File: src/rtl/dmem_port_arbiter.sv
// Two-port arbiter in front of a single-port synchronous data RAM (port 0 = core, port 1 = debug).
// Define DMEM_ARB_ROUND_ROBIN_EN for round-robin contention handling; otherwise port 0 has fixed priority.
module dmem_port_arbiter #(
    parameter int ADDR_WIDTH = 12,
    parameter int DATA_WIDTH = 32
) (
    input  logic                      GLOBAL_CLK_IN,
    input  logic                      GLOBAL_RST_N,
    input  logic                      p0_req,
    input  logic                      p0_we,
    input  logic [ADDR_WIDTH-1:0]     p0_addr,
    input  logic [DATA_WIDTH-1:0]     p0_wdata,
    input  logic [DATA_WIDTH/8-1:0]   p0_wstrb,
    output logic                      p0_gnt,
    output logic                      p0_rvalid,
    output logic [DATA_WIDTH-1:0]     p0_rdata,
    input  logic                      p1_req,
    input  logic                      p1_we,
    input  logic [ADDR_WIDTH-1:0]     p1_addr,
    input  logic [DATA_WIDTH-1:0]     p1_wdata,
    input  logic [DATA_WIDTH/8-1:0]   p1_wstrb,
    output logic                      p1_gnt,
    output logic                      p1_rvalid,
    output logic [DATA_WIDTH-1:0]     p1_rdata,
    output logic                      mem_en,
    output logic                      mem_we,
    output logic [ADDR_WIDTH-3:0]     mem_addr,
    output logic [DATA_WIDTH-1:0]     mem_wdata,
    output logic [DATA_WIDTH/8-1:0]   mem_wstrb,
    input  logic [DATA_WIDTH-1:0]     mem_rdata
);
    localparam int STRB_WIDTH = DATA_WIDTH / 8;

    typedef enum logic {IDLE = 1'b0, RESP = 1'b1} state_t;

    state_t                  state_reg;
    logic                    resp_owner_reg;

    logic [1:0]              req;
    logic [1:0]              gnt;
    logic                    win;
    logic                    win_we;
    logic                    rd_gnt;
    logic                    we_arr    [2];
    logic [ADDR_WIDTH-1:0]   addr_arr  [2];
    logic [DATA_WIDTH-1:0]   wdata_arr [2];
    logic [STRB_WIDTH-1:0]   wstrb_arr [2];
    logic [1:0]              rvalid_arr;
    logic [DATA_WIDTH-1:0]   rdata_arr [2];

    assign req          = {p1_req, p0_req};
    assign we_arr[0]    = p0_we;
    assign we_arr[1]    = p1_we;
    assign addr_arr[0]  = p0_addr;
    assign addr_arr[1]  = p1_addr;
    assign wdata_arr[0] = p0_wdata;
    assign wdata_arr[1] = p1_wdata;
    assign wstrb_arr[0] = p0_wstrb;
    assign wstrb_arr[1] = p1_wstrb;

`ifdef DMEM_ARB_ROUND_ROBIN_EN
    logic rr_last_reg;

    // On contention the port that did not win the previous contended grant goes next.
    assign win = (&req) ? ~rr_last_reg : ~req[0];

    always_ff @(posedge GLOBAL_CLK_IN or negedge GLOBAL_RST_N) begin
        if (!GLOBAL_RST_N) begin
            rr_last_reg <= 1'b1;
        end else if (&req) begin
            rr_last_reg <= win;
        end
    end
`else
    assign win = ~req[0];
`endif

    assign gnt[0] = req[0] & ~win;
    assign gnt[1] = req[1] &  win;
    assign p0_gnt = gnt[0];
    assign p1_gnt = gnt[1];

    assign win_we    = we_arr[win];
    assign mem_en    = |gnt;
    assign mem_we    = mem_en & win_we;
    assign rd_gnt    = mem_en & ~win_we;
    assign mem_addr  = mem_en ? addr_arr[win][ADDR_WIDTH-1:2] : '0;
    assign mem_wdata = mem_we ? wdata_arr[win] : '0;
    assign mem_wstrb = mem_we ? wstrb_arr[win] : '0;

    always_ff @(posedge GLOBAL_CLK_IN or negedge GLOBAL_RST_N) begin
        if (!GLOBAL_RST_N) begin
            state_reg      <= IDLE;
            resp_owner_reg <= 1'b0;
        end else begin
            case (state_reg)
                IDLE: if (rd_gnt) state_reg <= RESP;
                RESP: if (!rd_gnt) state_reg <= IDLE;
                default: state_reg <= IDLE;
            endcase
            if (rd_gnt) begin
                resp_owner_reg <= win;
            end
        end
    end

    // The RAM's registered read data is steered only to the port that owns the response.
    genvar gi;
    generate
        for (gi = 0; gi < 2; gi++) begin : g_resp
            assign rvalid_arr[gi] = (state_reg == RESP) && (resp_owner_reg == 1'(gi));
            assign rdata_arr[gi]  = rvalid_arr[gi] ? mem_rdata : '0;
        end
    endgenerate

    assign p0_rvalid = rvalid_arr[0];
    assign p1_rvalid = rvalid_arr[1];
    assign p0_rdata  = rdata_arr[0];
    assign p1_rdata  = rdata_arr[1];

endmodule

File: config.mk
export PLATFORM = sky130hd
export DESIGN_NAME = dmem_port_arbiter
export DESIGN_NICKNAME = d
export VERILOG_FILES = /design/src/rtl/dmem_port_arbiter.sv
export SDC_FILE = /design/constraint.sdc
export NUM_CORES = 1
export LEC_CHECK = 0
export ABC_AREA = 1
export ABC_CLOCK_PERIOD_IN_PS = 1200
export BUFFER_PORTS_ARGS = -buffer_cell sky130_fd_sc_hd__buf_2
export CAP_MARGIN = 0
export CELL_PAD_IN_SITES_DETAIL_PLACEMENT = 0
export CELL_PAD_IN_SITES_GLOBAL_PLACEMENT = 1
export CORE_MARGIN = 1.5
export CORE_UTILIZATION = 14
export DETAILED_ROUTE_END_ITERATION = 7
export GPL_TIMING_DRIVEN = 0
export PLACE_DENSITY_LB_ADDON = 0.1
export SYNTH_ARGS = -nofsm -noshare
export SYNTH_HDL_FRONTEND = slang
export SYNTH_SLANG_ARGS = --single-unit
File: constraint.sdc
create_clock -name GLOBAL_CLK_IN -period 1.2 [get_ports GLOBAL_CLK_IN]
set_clock_uncertainty 0.05 [all_clocks]
set_input_delay 0.06 -clock GLOBAL_CLK_IN [delete_from_list [all_inputs] [get_ports GLOBAL_CLK_IN]]
set_output_delay 0.06 -clock GLOBAL_CLK_IN [all_outputs]
set_load 0.02 [all_outputs]
==> results.toml <==
[synth]
synthDistinctLibCells = 18
syn_avg_cell_area_um2 = 4.67
syn_nets = 444
synthesis.yosys.warnings = 0
synth_seq_cells = 2
synth-seq-area-share_pct = 3.46
syn_inst = 310
syn-cell-area_um2 = 1450

[die]
die-area_um2 = 11000
start_util_pct = 14.6
dieHeight_um = 105
core_um2 = 9910
io_pins = 250
fp.dieW_um = 105
num_rows = 36

[final_layout]
syn_to_final_growth_pct = 136
drive_gt1_share_pct = 57.1
layout_commonest_cell = "buf_2"
instances_no_fill = 700
layout_common_cells = "171 x buf_2, 105 x nand2_1, 70 x nor2_1"
utilization_pct = 34.4
nets = 702

[worst_setup_path]
path_class = "register to primary output"
critPathMaxFanout = 10
start_kind = "register"
worstSetupEndpointType = "primary output"
rr_startpoint = "resp_owner_reg$_DFFE_PN0P_"
rrSetupSlack_ns = 0.30
crit_required_ns = 1.09
reg2reg_to = "resp_owner_reg$_DFFE_PN0P_"
r2r.worst_path.cells = 3
crit_arrival_ns = 1.18

[placed_design]
place_congestion = 0.695
place_hpwl_um = 6110
placed_cells = 688
io_buffers = 245

[route]
drc_errors = 0
dr.pass1.iters = 4
wire_per_inst_um = 10.7
routed_via_density = 3.82
antenna_left = 0
dr_total_vias = 2677
wl_um = 7500
drt_iter0_drc = 83

[global_route]
grt_pass1_vias = 2497
antenna_found_initial = 3
grt_usage_pct = 12.7
grt_max_degree = 11
grt.overflow.total = 0
grt_pass1_wl_um = 11600

[timing]
slew_headroom_pct = 88.0
period_minus_slack_ns = 1.29
hold_violations = 0
setup_viol = 63
fin_crit_sh_pct = 108
slew_viol_final = 0
rsz0062_at_grt = "true"
layout_setup_ws_ns = -0.0922
fmax_mhz = 774
worstMarginPinSlew_ns = 0.180

[clock_network]
cts_made_buffers = 3
worstSkewPairLatency_ns = 0.21
htreeDepth = 1
cts.clk_slew.worst_paths_ns = 0.03
cts_sinks = 2
clock_path_buffers = 2
cts_tree = "done"
cts_root_buf = "clkbuf_8"

[worst_hold_path]
min_to = "resp_owner_reg$_DFFE_PN0P_"
min_from = "p1_we"
hold_path_class = "primary input to register"
hold_path_depth = 2

[run_status]
violations = "negative setup slack"
status = "finished with violations"

[power]
powerDensity_nw_per_um2 = 553
ir_drop_mv = 0.236
leakagePower_uw = 0.00213

[flow_run]
drv_cap = 0
report_power, final:
group | internal [µW] | switching (µW)
clock | 212 | 47.4
combinational | 705 | 835
sequential | 75.2 | 10.4
per-layer routing:
layer	global-route usage, %	vias up	part of all wire [%]
met1	12.0	1125	35
li1	-	1393	-
met5	0	-	0.21
met4	2.94	2	1.4
met2	25.9	147	53
met3	4.05	10	10
what timing repair did:
item	CTS	global route
gates cloned	2	0
pin swaps	0	5
hold buffers	1	0
gates resized for setup	127	28
setup endpoints to repair	63	103
endpoints found under the hold margin	2	0
setup buffers	2	3
area by class of cell:
| type | instances | area [µm²] |
|---|---|---|
| fillers | 1116 | 6500 |
| repair buffers | 253 | 1540 |
| multi-input cells | 249 | 1210 |
| plain buffers | 20 | 248 |
| well taps | 133 | 166 |
| inverters | 39 | 146 |
| flip-flops and latches | 2 | 50.0 |
| clock buffers | 3 | 41.3 |
| diodes | 1 | 2.50 |
Yosys cell counts (all sizes together):
cell    number  area, µm²
and2        36        250
o21ai        2       10.0
inv         39        146
dfrtp        2       50.1
nand2      109        412
clkbuf       3       11.3
buf         17        159
nor2       102        408
worst max-delay path, cell delays in order, from the launching register on:
cell	delay, ns
dfrtp_1	0.41
inv_2	0.09
nand2_4	0.07
buf_6	0.15
nor2_1	0.10
buf_4	0.15
per-stage QoR:
| stage | hold slack (ns) | worst slack (ns) | total power, µW | area [µm²] | setup TNS, ns |
|---|---|---|---|---|---|
| 2_1_floorplan | -0.286 | 0.119 | 851 | 1450 | 0 |
| 3_3_place_gp | -0.203 | -0.167 | 1380 | 2840 | -4.69 |
| 3_5_place_dp | -0.201 | -0.198 | 1380 | 2840 | -5.23 |
| 6_report | 0.0278 | -0.0922 | 1880 | 3410 | -3.93 |
| 5_1_grt | 0.0396 | -0.162 | 2030 | 3410 | -7.85 |
| 4_1_cts | 0.0228 | -0.0937 | 1860 | 3310 | -4.51 |
logic make-up (layout without fill, tap and decap cells):
kind of cell	count (synthesis)	count (layout)	share of synthesized area, %
AND/OR/NAND/NOR	247	247	74.0
buffers and inverters	59	315	21.9
AO/OA/AOI/OAI	2	2	0.691
flip-flops	2	2	3.46
other	0	1	0
worst max-delay path by stage:
stage / startpoint / to / cells past startpoint
5_1_grt: resp_owner_reg$_DFFE_PN0P_ / p0_rdata[25] / 5
3_5_place_dp: resp_owner_reg$_DFFE_PN0P_ / p1_rdata[17] / 4
3_3_place_gp: resp_owner_reg$_DFFE_PN0P_ / p1_rdata[16] / 4
6_report: resp_owner_reg$_DFFE_PN0P_ / p0_rdata[6] / 5
2_1_floorplan: resp_owner_reg$_DFFE_PN0P_ / p0_rdata[20] / 4
4_1_cts: state_reg$_DFF_PN0_ / p1_rdata[25] / 4
Note: power is estimated with default switching activity, not from simulation.
